===== src/rtl/prince_inv_slayer_seq.sv =====
// prince_inv_slayer_seq
//   Sequential PRINCE inverse S-layer. A 64-bit state word is captured into a
//   working register. NPAR nibbles per cycle are then substituted in place,
//   starting from nibble 0, until all 16 have passed through the inverse
//   S-box. The result is held behind a valid/ready handshake.
//
// Parameters
//   NPAR      nibbles substituted per cycle (1, 2, 4, 8 or 16)
//
// Ports
//   clk        rising-edge clock
//   rst_n      synchronous active-low reset
//   in_valid   upstream offers in_data
//   in_ready   block can accept a word (IDLE, or DONE with out_ready)
//   in_data    state word, nibble k = bits [4k:4k+3], nibble 0 first
//   out_valid  out_data holds a completed result
//   out_ready  downstream takes the result
//   out_data   working register, including partial values while busy
module prince_inv_slayer_seq #(
  parameter int NPAR = 4
) (
  input  logic        clk,
  input  logic        rst_n,
  input  logic        in_valid,
  output logic        in_ready,
  input  logic [0:63] in_data,
  output logic        out_valid,
  input  logic        out_ready,
  output logic [0:63] out_data
);

  localparam int NGRP = 16 / NPAR;
  localparam int CW   = (NGRP > 1) ? $clog2(NGRP) : 1;

  localparam logic [1:0] IDLE = 2'd0;
  localparam logic [1:0] BUSY = 2'd1;
  localparam logic [1:0] DONE = 2'd2;

  if (NPAR != 1 && NPAR != 2 && NPAR != 4 && NPAR != 8 && NPAR != 16) begin : g_bad_npar
    $error("prince_inv_slayer_seq: NPAR must be 1, 2, 4, 8 or 16");
  end

  logic [1:0]    state_q;
  logic [CW-1:0] cnt_q;
  logic [0:63]   data_q;
  logic [0:63]   sub_data;
  logic          accept;
  logic          last_grp;

  function automatic logic [3:0] inv_sbox(input logic [3:0] v);
    inv_sbox = 4'h0;
    unique case (v)
      4'h0: inv_sbox = 4'hB;
      4'h1: inv_sbox = 4'h7;
      4'h2: inv_sbox = 4'h3;
      4'h3: inv_sbox = 4'h2;
      4'h4: inv_sbox = 4'hF;
      4'h5: inv_sbox = 4'hD;
      4'h6: inv_sbox = 4'h8;
      4'h7: inv_sbox = 4'h9;
      4'h8: inv_sbox = 4'hA;
      4'h9: inv_sbox = 4'h6;
      4'hA: inv_sbox = 4'h4;
      4'hB: inv_sbox = 4'h0;
      4'hC: inv_sbox = 4'h5;
      4'hD: inv_sbox = 4'hE;
      4'hE: inv_sbox = 4'hC;
      4'hF: inv_sbox = 4'h1;
    endcase
  endfunction

  // Only the nibbles belonging to the current group are replaced. The group
  // test uses constants per k, so it reduces to a small decode of cnt_q.
  always_comb begin
    // NOTE: every always_comb output gets a default first so no path can
    // leave it unassigned and infer a latch.
    sub_data = data_q;
    for (int k = 0; k < 16; k++) begin
      if ((k / NPAR) == int'(cnt_q)) begin
        sub_data[4*k +: 4] = inv_sbox(data_q[4*k +: 4]);
      end
    end
  end

  assign last_grp  = (cnt_q == CW'(NGRP - 1));
  // out_ready reaches in_ready combinationally so a finished word can be
  // handed off and a new one accepted on the same edge.
  assign in_ready  = (state_q == IDLE) || ((state_q == DONE) && out_ready);
  assign accept    = in_valid && in_ready;
  assign out_valid = (state_q == DONE);
  assign out_data  = data_q;

  // NOTE: sequential state uses non-blocking assignments so every register
  // samples pre-edge values regardless of statement order.
  always_ff @(posedge clk) begin
    if (!rst_n) begin
      state_q <= IDLE;
      cnt_q   <= '0;
      data_q  <= '0;
    end else begin
      unique case (state_q)
        IDLE, DONE: begin
          if (accept) begin
            data_q  <= in_data;
            cnt_q   <= '0;
            state_q <= BUSY;
          end else if ((state_q == DONE) && out_ready) begin
            state_q <= IDLE;
          end
        end
        BUSY: begin
          data_q <= sub_data;
          cnt_q  <= cnt_q + 1'b1;
          if (last_grp) begin
            state_q <= DONE;
          end
        end
        default: state_q <= IDLE;
      endcase
    end
  end

endmodule


===== config.mk =====
export PLATFORM = sky130hd
export DESIGN_NAME = prince_inv_slayer_seq
export DESIGN_NICKNAME = d
export VERILOG_FILES = /design/src/rtl/prince_inv_slayer_seq.sv
export SDC_FILE = /design/constraint.sdc
export NUM_CORES = 1
export LEC_CHECK = 0
export ABC_AREA = 1
export BUFFER_PORTS_ARGS = -buffer_cell sky130_fd_sc_hd__buf_2
export CAP_MARGIN = 30
export CELL_PAD_IN_SITES_DETAIL_PLACEMENT = 0
export CELL_PAD_IN_SITES_GLOBAL_PLACEMENT = 2
export CORE_MARGIN = 3
export CORE_UTILIZATION = 30
export DETAILED_ROUTE_END_ITERATION = 8
export GPL_TIMING_DRIVEN = 0
export HOLD_SLACK_MARGIN = 0.1
export PLACE_DENSITY = 0.78
export SYNTH_ARGS = -nofsm -noshare
export SYNTH_HDL_FRONTEND = slang
export SYNTH_SLANG_ARGS = --single-unit
export TNS_END_PERCENT = 10

===== constraint.sdc =====
create_clock -name clk -period 2.8 [get_ports clk]
set_clock_uncertainty 0.2 [all_clocks]
set_input_delay 0.56 -clock clk [delete_from_list [all_inputs] [get_ports clk]]
set_output_delay 0.56 -clock clk [all_outputs]
set_load 0.005 [all_outputs]

== Word level (Yosys, flattened, before mapping) ==
Memories as Yosys holds them, arrays and structs flattened. A register that Yosys moved wholly into a read port is not among the register bits.
Index checks and enable logic that the tools add are counted.

* Flip-flop bits (word level): 68
* Bits in latches: 0
* RAM bits: 0
* Bits in read-only memories: 1,024
* Bits of input ports: 68
* Output and inout port bits: 66
* Memories kept: 16

{| class="wikitable"
|+ Memories
! memory !! words !! width !! rd ports !! clocked after memory_dff !! wr ports !! RTL line !! source
|-
| (name not given) || 16 || 4 || 1 || 1 || 0 || 52 || <nowiki>unique case (v)</nowiki>
|-
| (name not given) || 16 || 4 || 1 || 1 || 0 || 52 ||
|-
| (name not given) || 16 || 4 || 1 || 1 || 0 || 52 ||
|-
| (name not given) || 16 || 4 || 1 || 1 || 0 || 52 ||
|-
| (name not given) || 16 || 4 || 1 || 1 || 0 || 52 ||
|-
| (name not given) || 16 || 4 || 1 || 1 || 0 || 52 ||
|-
| 10 more memories || -- || -- || -- || -- || -- || -- ||
|}

* Add/subtract/negate cells: 1
* Multipliers: 0
* Divide/modulo/power cells: 0
* Order comparisons: 0
* Equal/unequal tests: 13
* Shift operators: 0
* Multiplexer cells: 56
* Bitwise logic cells: 0
* Reductions and logical operators: 13

{| class="wikitable"
|+ Operator list
! kind !! number
|-
| 4-bit two-way mux || 48
|-
| 64-bit one-hot mux with 2 select lines || 1
|-
| 64-bit two-way mux || 1
|-
| 2-bit inequality test, second input constant || 6
|-
| 3-bit AND reduction || 4
|-
| 2-bit two-way mux || 4
|-
| 2-bit one-hot mux with 2 select lines || 2
|-
| 2-bit equality test, first input constant || 2
|-
| 2-bit equality test, second input constant || 2
|-
| 2-bit zero test || 2
|-
| 2-bit AND reduction || 2
|-
| 3-bit inequality test, second input constant || 1
|-
| 2-bit by 1-bit adder with 2-bit output, second input constant || 1
|-
| 1-bit by 2-bit equality test with 1-bit output, first input constant || 1
|-
| 2-bit by 1-bit equality test with 1-bit output, second input constant || 1
|-
| 1-bit logical AND || 2
|-
| 2-bit nonzero test || 1
|-
| 2-bit OR reduction || 1
|-
| 1-bit logical OR || 1
|}

== Logic depth before layout (Yosys ltp) ==
Gate-level depths: netlist of run 1.

* Depth in word-level cells: 8
* Depth in mapped cells: 15

== Worst setup path after synthesis of run 1 ==
No wires, ideal clock.

* Path kind: input to register
* From: input out_ready
* To: register sub_data[59] (netlist name)
* Library setup time: 114 ps
* Arrival: 2,057 ps
* Required time: 2,486 ps
* Path slack: 430 ps
* Stages: 13
* Path through: inv_1 nand2_1 nand3_4 nand2_2 buf_2 nor2_1 nor3_1 inv_1 ha_1 nand2_1 nor2_1 inv_1 nand2_1

{| class="wikitable"
|+ RTL lines
! element !! RTL line !! source
|-
| start: declaration || 28 || <nowiki>input logic out_ready,</nowiki>
|}

== Worst setup path after layout of run 1 ==
* From: register state_q[0]
* To: output out_valid

* Longest elaborated chain between the ends: 1

{| class="wikitable"
|+ RTL lines
! element !! RTL line !! source
|-
| start: declaration || 43 || <nowiki>logic [1:0] state_q;</nowiki>
|-
| start signal: assignment || 97 || <nowiki>state_q <= IDLE;</nowiki>
|-
| start signal: assignment || 106 || <nowiki>state_q <= BUSY;</nowiki>
|-
| start signal: assignment || 108 || <nowiki>state_q <= IDLE;</nowiki>
|-
| 2-bit equality test || 90 || <nowiki>assign out_valid = (state_q == DONE);</nowiki>
|-
| end: declaration || 27 || <nowiki>output logic out_valid,</nowiki>
|}

No other way between the ends.

==> flow_summary.yaml, run 1 <==
clock_network:
  clk_latency_ps: 420
  numCtsBuffers: 17
  cts_tree: "done"
  clk_path_buf_depth: 2
  h-tree-depth: 4
  clockRootBuffer: "clkbuf_16"
  cts.sinks: 132
  cts_hold_buffers: 0
  clkSlewWorstSetupHoldPaths_ps: 60
routing:
  via_per_inst: 4.72
  route.detailed.wl_per_inst_microns: 16.9
  drt_iter0_markers: 500
  dr.pass1.iters: 6
  antenna_left: 0
  drc: 0
  wirelength_mm: 28.9
  vias: 8065
synthesis:
  ys_ff_latch: 132
  syn_area_sq_mm: 0.00773
  yosysSeqAreaShare: 0.342
  synth_cells: 1212
  synth_top_area_share: 0.342
  syn_avg_cell_area_sq_um: 6.38
  netlist_top_cells_area: "dfxtp_1 (34%), nand2_1 (21%), nand3_1 (16%)"
  yosys_warnings: 0
  synth_cell_types: 27
  synth_top_area_cell: "dfxtp_1"
  syn-num-nets: 1318
sta:
  hold_viol_final: 0
  clock.fmax_mhz: 363
  hold_ws_ps: 260
  worst_pin_slew_ps: 1040
  maxSlewViolCount: 0
  fin_crit_sh: 0.985
  fin_ws_ps: 43.1
  relSlewSlack: 0.309
  period_minus_slack_ps: 2760
  fin_setup_tns_ps: 0
  setup_violations: 0
  rsz0062_at_grt: "true"
global_routing:
  grt_max_degree: 17
  grt_overflow_total: 0
  grt_pass1_vias: 7628
  groute.usage.overall: 0.207
  grt_pass1_wl_mm: 44.3
  antenna_found_initial: 0
finish:
  drive_above_1_share: 0.187
  layout.cells.non_filler: 1709
  syn2layout_area_growth_pct: 22.4
  utilization: 0.375
  fin_area_sq_mm: 0.00947
  multi_input_area_sq_mm: 0.00426
  num-fill-cells: 2837
  diodes: 0
  seq_area_sq_mm: 0.00264
  fin_nets: 1472
pwr:
  peakVddDrop_mv: 0.286
  leakagePower_nw: 5.24
  power.density_mw_per_mm2: 653
  finalPower_mw: 6.18
hold_path:
  hold_class: "primary input to flip-flop"
  hp-start: "out_ready"
  hold_path_end: "state_q[1]"
  hold_depth: 4
worst_setup_path:
  critical_path_required_ps: 2040
  r2r_end: "sub_data[19]"
  arrival_ps: 2000
  r2r-start: "state_q[0]"
  rrSetupSlack_ps: 140
  crit_type: "flip-flop to output pin"
  cp-start-kind: "flip-flop"
  crit_path_end_kind: "output pin"
  r2r_cells: 11
  path_max_fanout: 10
place:
  gp_congestion: 0.877
  hpwl_mm: 20.5
  dp_cells: 1674
  port_buffers: 132
  place_area_sq_mm: 0.00881
  place_ws_ps: -310
floorplan:
  initial_core_util: 0.306
  io-pin-count: 134
  dieArea_sq_mm: 0.0277
  rows: 58
  die_w_microns: 167
  core-area_sq_mm: 0.0253
  die_h_microns: 167
outcome:
  status: "completed"
run:
  maxCapViolCount: 0
-- Yosys cell counts --
master and count:
a211oi_1 1, a21oi_1 32, buf_1 9, buf_2 19, buf_4 5, buf_6 3, clkbuf_1 10, dfxtp_1 132
ha_1 38, inv_1 157, inv_2 5, nand2_1 434, nand2_2 7, nand3_1 245, nand3_2 5, nand3_4 1
nand3b_1 7, nand4_1 2, nor2_1 38, nor2_2 33, nor2_4 9, nor2_8 1, nor3_1 2, o21ai_0 14
o21ai_1 1, o21ai_2 1, or2_2 1
-- report_power, final --
| group | switching [mW] | total [mW] | internal [mW] |
|---|---|---|---|
| sequential | 0.104 | 2.26 | 2.16 |
| combinational | 1.03 | 1.57 | 0.537 |
| clock | 0.881 | 2.35 | 1.47 |
| total | 2.02 | 6.18 | 4.16 |
-- area by class of cell --
class                      instances  share of cell area
timing repair buffer             135              0.0726
clock inverter                     9              0.0133
clock buffer                      23              0.0505
sequential                       132               0.279
tap                              330              0.0436
multi-input combinational        872               0.450
buffer                            46              0.0263
inverter                         162              0.0642
-- metal layers --
layer,vias up,share of wire,global-route usage
met5,-,0,0
met4,0,0.013,0.0531
met3,27,0.053,0.0361
met2,234,0.46,0.340
met1,3692,0.47,0.283
li1,4112,-,-
-- how the worst max path moves through the flow --
stage                     startpoint           end  slack, ps  cells past startpoint
after floorplan            out_ready  sub_data[59]        430                     13
after global routing      state_q[1]  sub_data[36]        -40                     12
final                     state_q[0]     out_valid         40                      4
after global placement         rst_n  sub_data[58]       -300                     10
after CTS                 state_q[1]     out_valid          2                      4
after detailed placement       rst_n  sub_data[58]       -310                     10
-- worst max-delay path: stages (launching register included) --
cell and delay [ps]:
dfxtp_1 300, buf_4 170, clkbuf_1 740, nor2_1 180
buf_2 190
-- cell usage in the layout (no fill, tap or decap), types with 17 or more instances in the layout --
master,Yosys,layout
nand3_1,245,245
ha_1,38,38
dfxtp_1,132,131
nor2_1,38,37
clkbuf_16,0,17
nor2_2,33,34
nand2_1,434,434
inv_1,157,157
a21oi_1,32,32
buf_2,19,147
-- repair_timing --
| item | 4_1_cts | 5_1_grt |
|---|---|---|
| buffers inserted | 0 | 2 |
| cloned | 0 | 0 |
| pin swaps | 0 | 1 |
| setup endpoints to repair | 4 | 34 |
| resized for setup | 2 | 9 |
-- cell families after synthesis --
logic type / count (synthesis) / synth area share
adders and majority gates: 38 / 0.0615
AOI/OAI and AO/OA: 49 / 0.0325
and+or+nand+nor: 785 / 0.455
DFF: 132 / 0.342
buffers and inverters: 208 / 0.109
-- state kept, by name, summed over array words and instances (netlist names) --
signal    count
sub_data     64
out_data     64
state_q       2
cnt_q         2
(Power assumes the default switching activity.)
==> run 2: changes to the inputs <==
Settings changed: CORE_UTILIZATION 30 to 31, CTS_BUF_LIST set to sky130_fd_sc_hd__clkbuf_4 sky130_fd_sc_hd__clkbuf_8, PLACE_DENSITY 0.78 to 0.8.
==> run 2 against run 1 <==
  * Core utilization grew 0.18 points
  * Worst setup slack gained 44 ps
  * Register-to-register slack is essentially flat
  * Die area shrank 3.1%
  * Sequential share of layout area grew 0.84 points
  * Design area shrank 3.0%
  * Via count shrank 0.98%
  * Non-clock buffer count shrank 3
  * Cell count shrank 0.64%
  * Sequential power is essentially flat
  * Hold slack lost 7.2 ps
==> flow_summary.yaml, run 2 (synthesized netlist as in run 1, its figures left out) <==
outcome:
  status: "completed"
place:
  port_buffers: 132
  hpwl_mm: 20.3
  dp_cells: 1668
  place_area_sq_mm: 0.00880
  place_ws_ps: -401
  gp_congestion: 0.884
finish:
  layout.cells.non_filler: 1698
  multi_input_area_sq_mm: 0.00427
  diodes: 0
  num-fill-cells: 2782
  drive_above_1_share: 0.188
  fin_nets: 1469
  seq_area_sq_mm: 0.00264
  mostFrequentLayoutCells: "nand2_1 (434), nand3_1 (245), inv_1 (157)"
  fin_area_sq_mm: 0.00919
  final_common_cell: "nand2_1"
  syn2layout_area_growth_pct: 18.8
floorplan:
  die_h_microns: 164
  io-pin-count: 134
  initial_core_util: 0.317
  dieArea_sq_mm: 0.0269
  rows: 57
  die_w_microns: 164
  core-area_sq_mm: 0.0244
routing:
  route.detailed.wl_per_inst_microns: 17.0
  wirelength_mm: 28.9
  antenna_left: 0
  drc: 0
  drt_iter0_markers: 501
  vias: 7986
  dr.pass1.iters: 5
  via_per_inst: 4.70
clock_network:
  cts.sinks: 132
  h-tree-depth: 4
  cts_resized: 5
  clkSlewWorstSetupHoldPaths_ps: 80
  clk_latency_ps: 450
  cts_hold_buffers: 0
  clk_path_buf_depth: 2
  numCtsBuffers: 17
  postCtsSetupRepairBufs: 0
  clockRootBuffer: "clkbuf_8"
  cts_tree: "done"
worst_setup_path:
  path_max_fanout: 10
  crit_path_end_kind: "output pin"
  rrSetupSlack_ps: 130
  cp-start-kind: "flip-flop"
  critical_path_required_ps: 2040
  arrival_ps: 1950
  timing.critical_path.from: "state_q[1]"
  r2r_end: "sub_data[58]"
  crit_type: "flip-flop to output pin"
  cp-endpoint: "out_valid"
  r2r_cells: 14
  r2r-start: "state_q[0]"
sta:
  clock.fmax_mhz: 369
  maxSlewViolCount: 0
  period_minus_slack_ps: 2710
  rsz0062_at_grt: "true"
  worst_pin_slew_ps: 1060
  fin_crit_sh: 0.969
  setup_violations: 0
  hold_viol_final: 0
  fin_ws_ps: 86.9
  relSlewSlack: 0.293
pwr:
  power.density_mw_per_mm2: 586
  finalPower_mw: 5.38
  switching_share: 0.363
  leakagePower_nw: 5.14
  pwr-share-seq: 0.420
  clockPowerShare: 0.291
  intPower_mw: 3.43
  peakVddDrop_mv: 0.239
  comb_power_share: 0.290
  p_sw_mw: 1.95
hold_path:
  hp-start: "out_ready"
  hold_class: "primary input to flip-flop"
run:
  maxCapViolCount: 0
global_routing:
  groute.usage.overall: 0.215
  antenna_found_initial: 0
  grt_pass1_vias: 7568
  grt_max_degree: 17
  grt_overflow_total: 0
  grt_pass1_wl_mm: 43.4
run 2: changes by cell type in the layout (fill, tap and decap cells not counted), sizes merged:
cell,delta
clkinv,+3
clkbuf,-3
buf,-3
bufinv,-2
run 2: how the worst min path moves through the flow:
stage                 end  cells past startpoint  slack, ps
2_1_floorplan    cnt_q[1]                      2        290
3_3_place_gp     cnt_q[1]                      2        320
3_5_place_dp     cnt_q[1]                      2        330
4_1_cts        state_q[1]                      4        230
5_1_grt        state_q[1]                      4        270
6_report       state_q[1]                      4        250
run 2: cell type report:
cell class,count,area share
multi-input cells,872,0.464
clock buffers,20,0.0293
repair buffers,132,0.0719
clock inverters,10,0.00926
plain buffers,46,0.0274
flip-flops and latches,132,0.288
well taps,324,0.0441
inverters,162,0.0662
run 2: metrics by stage:
stage | setup TNS [ps] | hold slack [ps] | utilization
floorplan | 0 | 289 | -
global route | -35.4 | 272 | 0.377
finish | 0 | 253 | 0.377
global placement | -1780 | 317 | 0.361
CTS | -7.59 | 232 | 0.376
detailed placement | -1430 | 332 | 0.361
run 2: worst max-delay path: stages (launching register included):
cell and delay [ps]:
dfxtp_1 500, inv_2 150, clkbuf_2 350, nor2_1 330, buf_2 170
run 2: routing by layer:
layer	wire, microns	global-route usage
met1	13800	0.294
met2	13100	0.351
met3	1490	0.0391
met4	530	0.0569
met5	0	0
run 2: power by group through the flow:
stage	Sequential, mW	Combinational, mW	Clock [mW]
floorplan	2.29	1.04	0
global placement	2.30	1.57	0
detailed placement	2.30	1.55	0
CTS	2.26	1.56	1.59
global route	2.28	1.79	1.68
finish	2.26	1.56	1.56
==> run 3: changes to the inputs <==
Settings changed: RECOVER_POWER set to 50.
==> run 3 against run 2 <==
  * Design area shrank 0.60%
  * Critical path depth is the same
  * Worst setup slack gained 2.4 ps
  * Power shrank 0.36%
  * Flip-flop and latch count is the same
  * Die area is the same
  * Core utilization shrank 0.23 points
  * Non-clock buffer count is the same
  * Via count grew 0.31%
  * Combinational power is essentially flat
  * First-iteration DRC count shrank 5.2%
  * Register-to-register slack is essentially flat
  * Critical path type unchanged
  * Critical endpoint unchanged
  * Largest power group unchanged
==> flow_summary.yaml, run 3 (synthesized netlist as in run 1, its figures left out) <==
clock_network:
  h-tree-depth: 4
  cts_tree: "done"
  clk_path_buf_depth: 2
  numCtsBuffers: 17
  clkSlewWorstSetupHoldPaths_ps: 80
  cts.sinks: 132
  clockRootBuffer: "clkbuf_8"
  postCtsSetupRepairBufs: 0
  clk_latency_ps: 450
run:
  maxCapViolCount: 0
worst_setup_path:
  arrival_ps: 1950
  critical_path_required_ps: 2040
  cp-start-kind: "flip-flop"
  crit_type: "flip-flop to output pin"
  path_max_fanout: 10
  crit_path_end_kind: "output pin"
global_routing:
  grt_pass1_wl_mm: 43.4
  grt_overflow_total: 0
  grt_max_degree: 17
  groute.usage.overall: 0.215
  antenna_found_initial: 0
  grt_pass1_vias: 7568
place:
  dp_cells: 1668
  port_buffers: 132
  gp_congestion: 0.884
  hpwl_mm: 20.3
  place_area_sq_mm: 0.00880
  place_ws_ps: -401
routing:
  vias: 8011
  wirelength_mm: 28.9
  dr.pass1.iters: 5
  drc: 0
  via_per_inst: 4.72
  route.detailed.wl_per_inst_microns: 17.0
  drt_iter0_markers: 475
  antenna_left: 0
pwr:
  peakVddDrop_mv: 0.237
  finalPower_mw: 5.36
  intPower_mw: 3.41
  clockPowerShare: 0.291
  pwr-share-seq: 0.422
  comb_power_share: 0.287
  p_sw_mw: 1.95
  leakagePower_nw: 5.01
  power.density_mw_per_mm2: 587
  switching_share: 0.363
sta:
  fin_crit_sh: 0.968
  hold_viol_final: 0
  period_minus_slack_ps: 2710
  fin_setup_tns_ps: 0
  clock.fmax_mhz: 369
  maxSlewViolCount: 0
  worst_pin_slew_ps: 1040
  relSlewSlack: 0.308
  setup_violations: 0
  hold_ws_ps: 255
  rsz0062_at_grt: "true"
  fin_ws_ps: 89.4
outcome:
  status: "completed"
finish:
  diodes: 0
  fin_nets: 1469
  mostFrequentLayoutCells: "nand2_1 (434), nand3_1 (245), inv_1 (158)"
  final_common_cell: "nand2_1"
  drive_above_1_share: 0.158
  fin_area_sq_mm: 0.00913
  utilization: 0.374
  syn2layout_area_growth_pct: 18.1
  layout.cells.non_filler: 1698
floorplan:
  initial_core_util: 0.317
  die_w_microns: 164
  io-pin-count: 134
  rows: 57
  die_h_microns: 164
  dieArea_sq_mm: 0.0269
  core-area_sq_mm: 0.0244
hold_path:
  hold_class: "primary input to flip-flop"
==> run 3: what timing repair did <==
action	CTS	global route
setup endpoints to repair	8	27
pin swaps	0	0
gates resized for setup	5	11
hold buffers	0	0
==> run 3: final cells by class <==
| cell class | instances | area (sq um) |
|---|---|---|
| inverters | 162 | 608 |
| well taps | 324 | 405 |
| plain buffers | 46 | 251 |
| clock inverters | 10 | 85.1 |
| multi-input cells | 872 | 4260 |
| fillers | 2794 | 15300 |
| flip-flops and latches | 132 | 2640 |
| clock buffers | 20 | 269 |
| repair buffers | 132 | 616 |
==> run 3: layer usage <==
metal	GRT usage	share of wire	vias to the layer above
met4	0.0569	0.017	0
met5	0	0	-
li1	-	-	4114
met2	0.351	0.45	248
met3	0.0391	0.053	33
met1	0.294	0.48	3616
==> run 3: path summary, 6_finish.rpt <==
path                       end  cells past startpoint        from  slack [ps]
setup reg to reg  sub_data[58]                     14  state_q[0]         140
hold / removal      state_q[1]                      4   out_ready         260
hold reg to reg       cnt_q[1]                      2    cnt_q[1]         340
setup / recovery     out_valid                      4  state_q[1]          90
==> run 3: power groups by stage <==
stage               sequential (mW)  clock [mW]  combinational, mW
floorplan                      2.29           0               1.04
global placement               2.30           0               1.57
detailed placement             2.30           0               1.55
CTS                            2.26        1.59               1.56
global route                   2.29        1.68               1.77
finish                         2.26        1.56               1.54
==> run 3: worst max-delay path, cell delays in order, from the launching register on <==
cell	delay (ps)
dfxtp_1	500
inv_2	150
clkbuf_2	350
nor2_1	330
buf_2	170
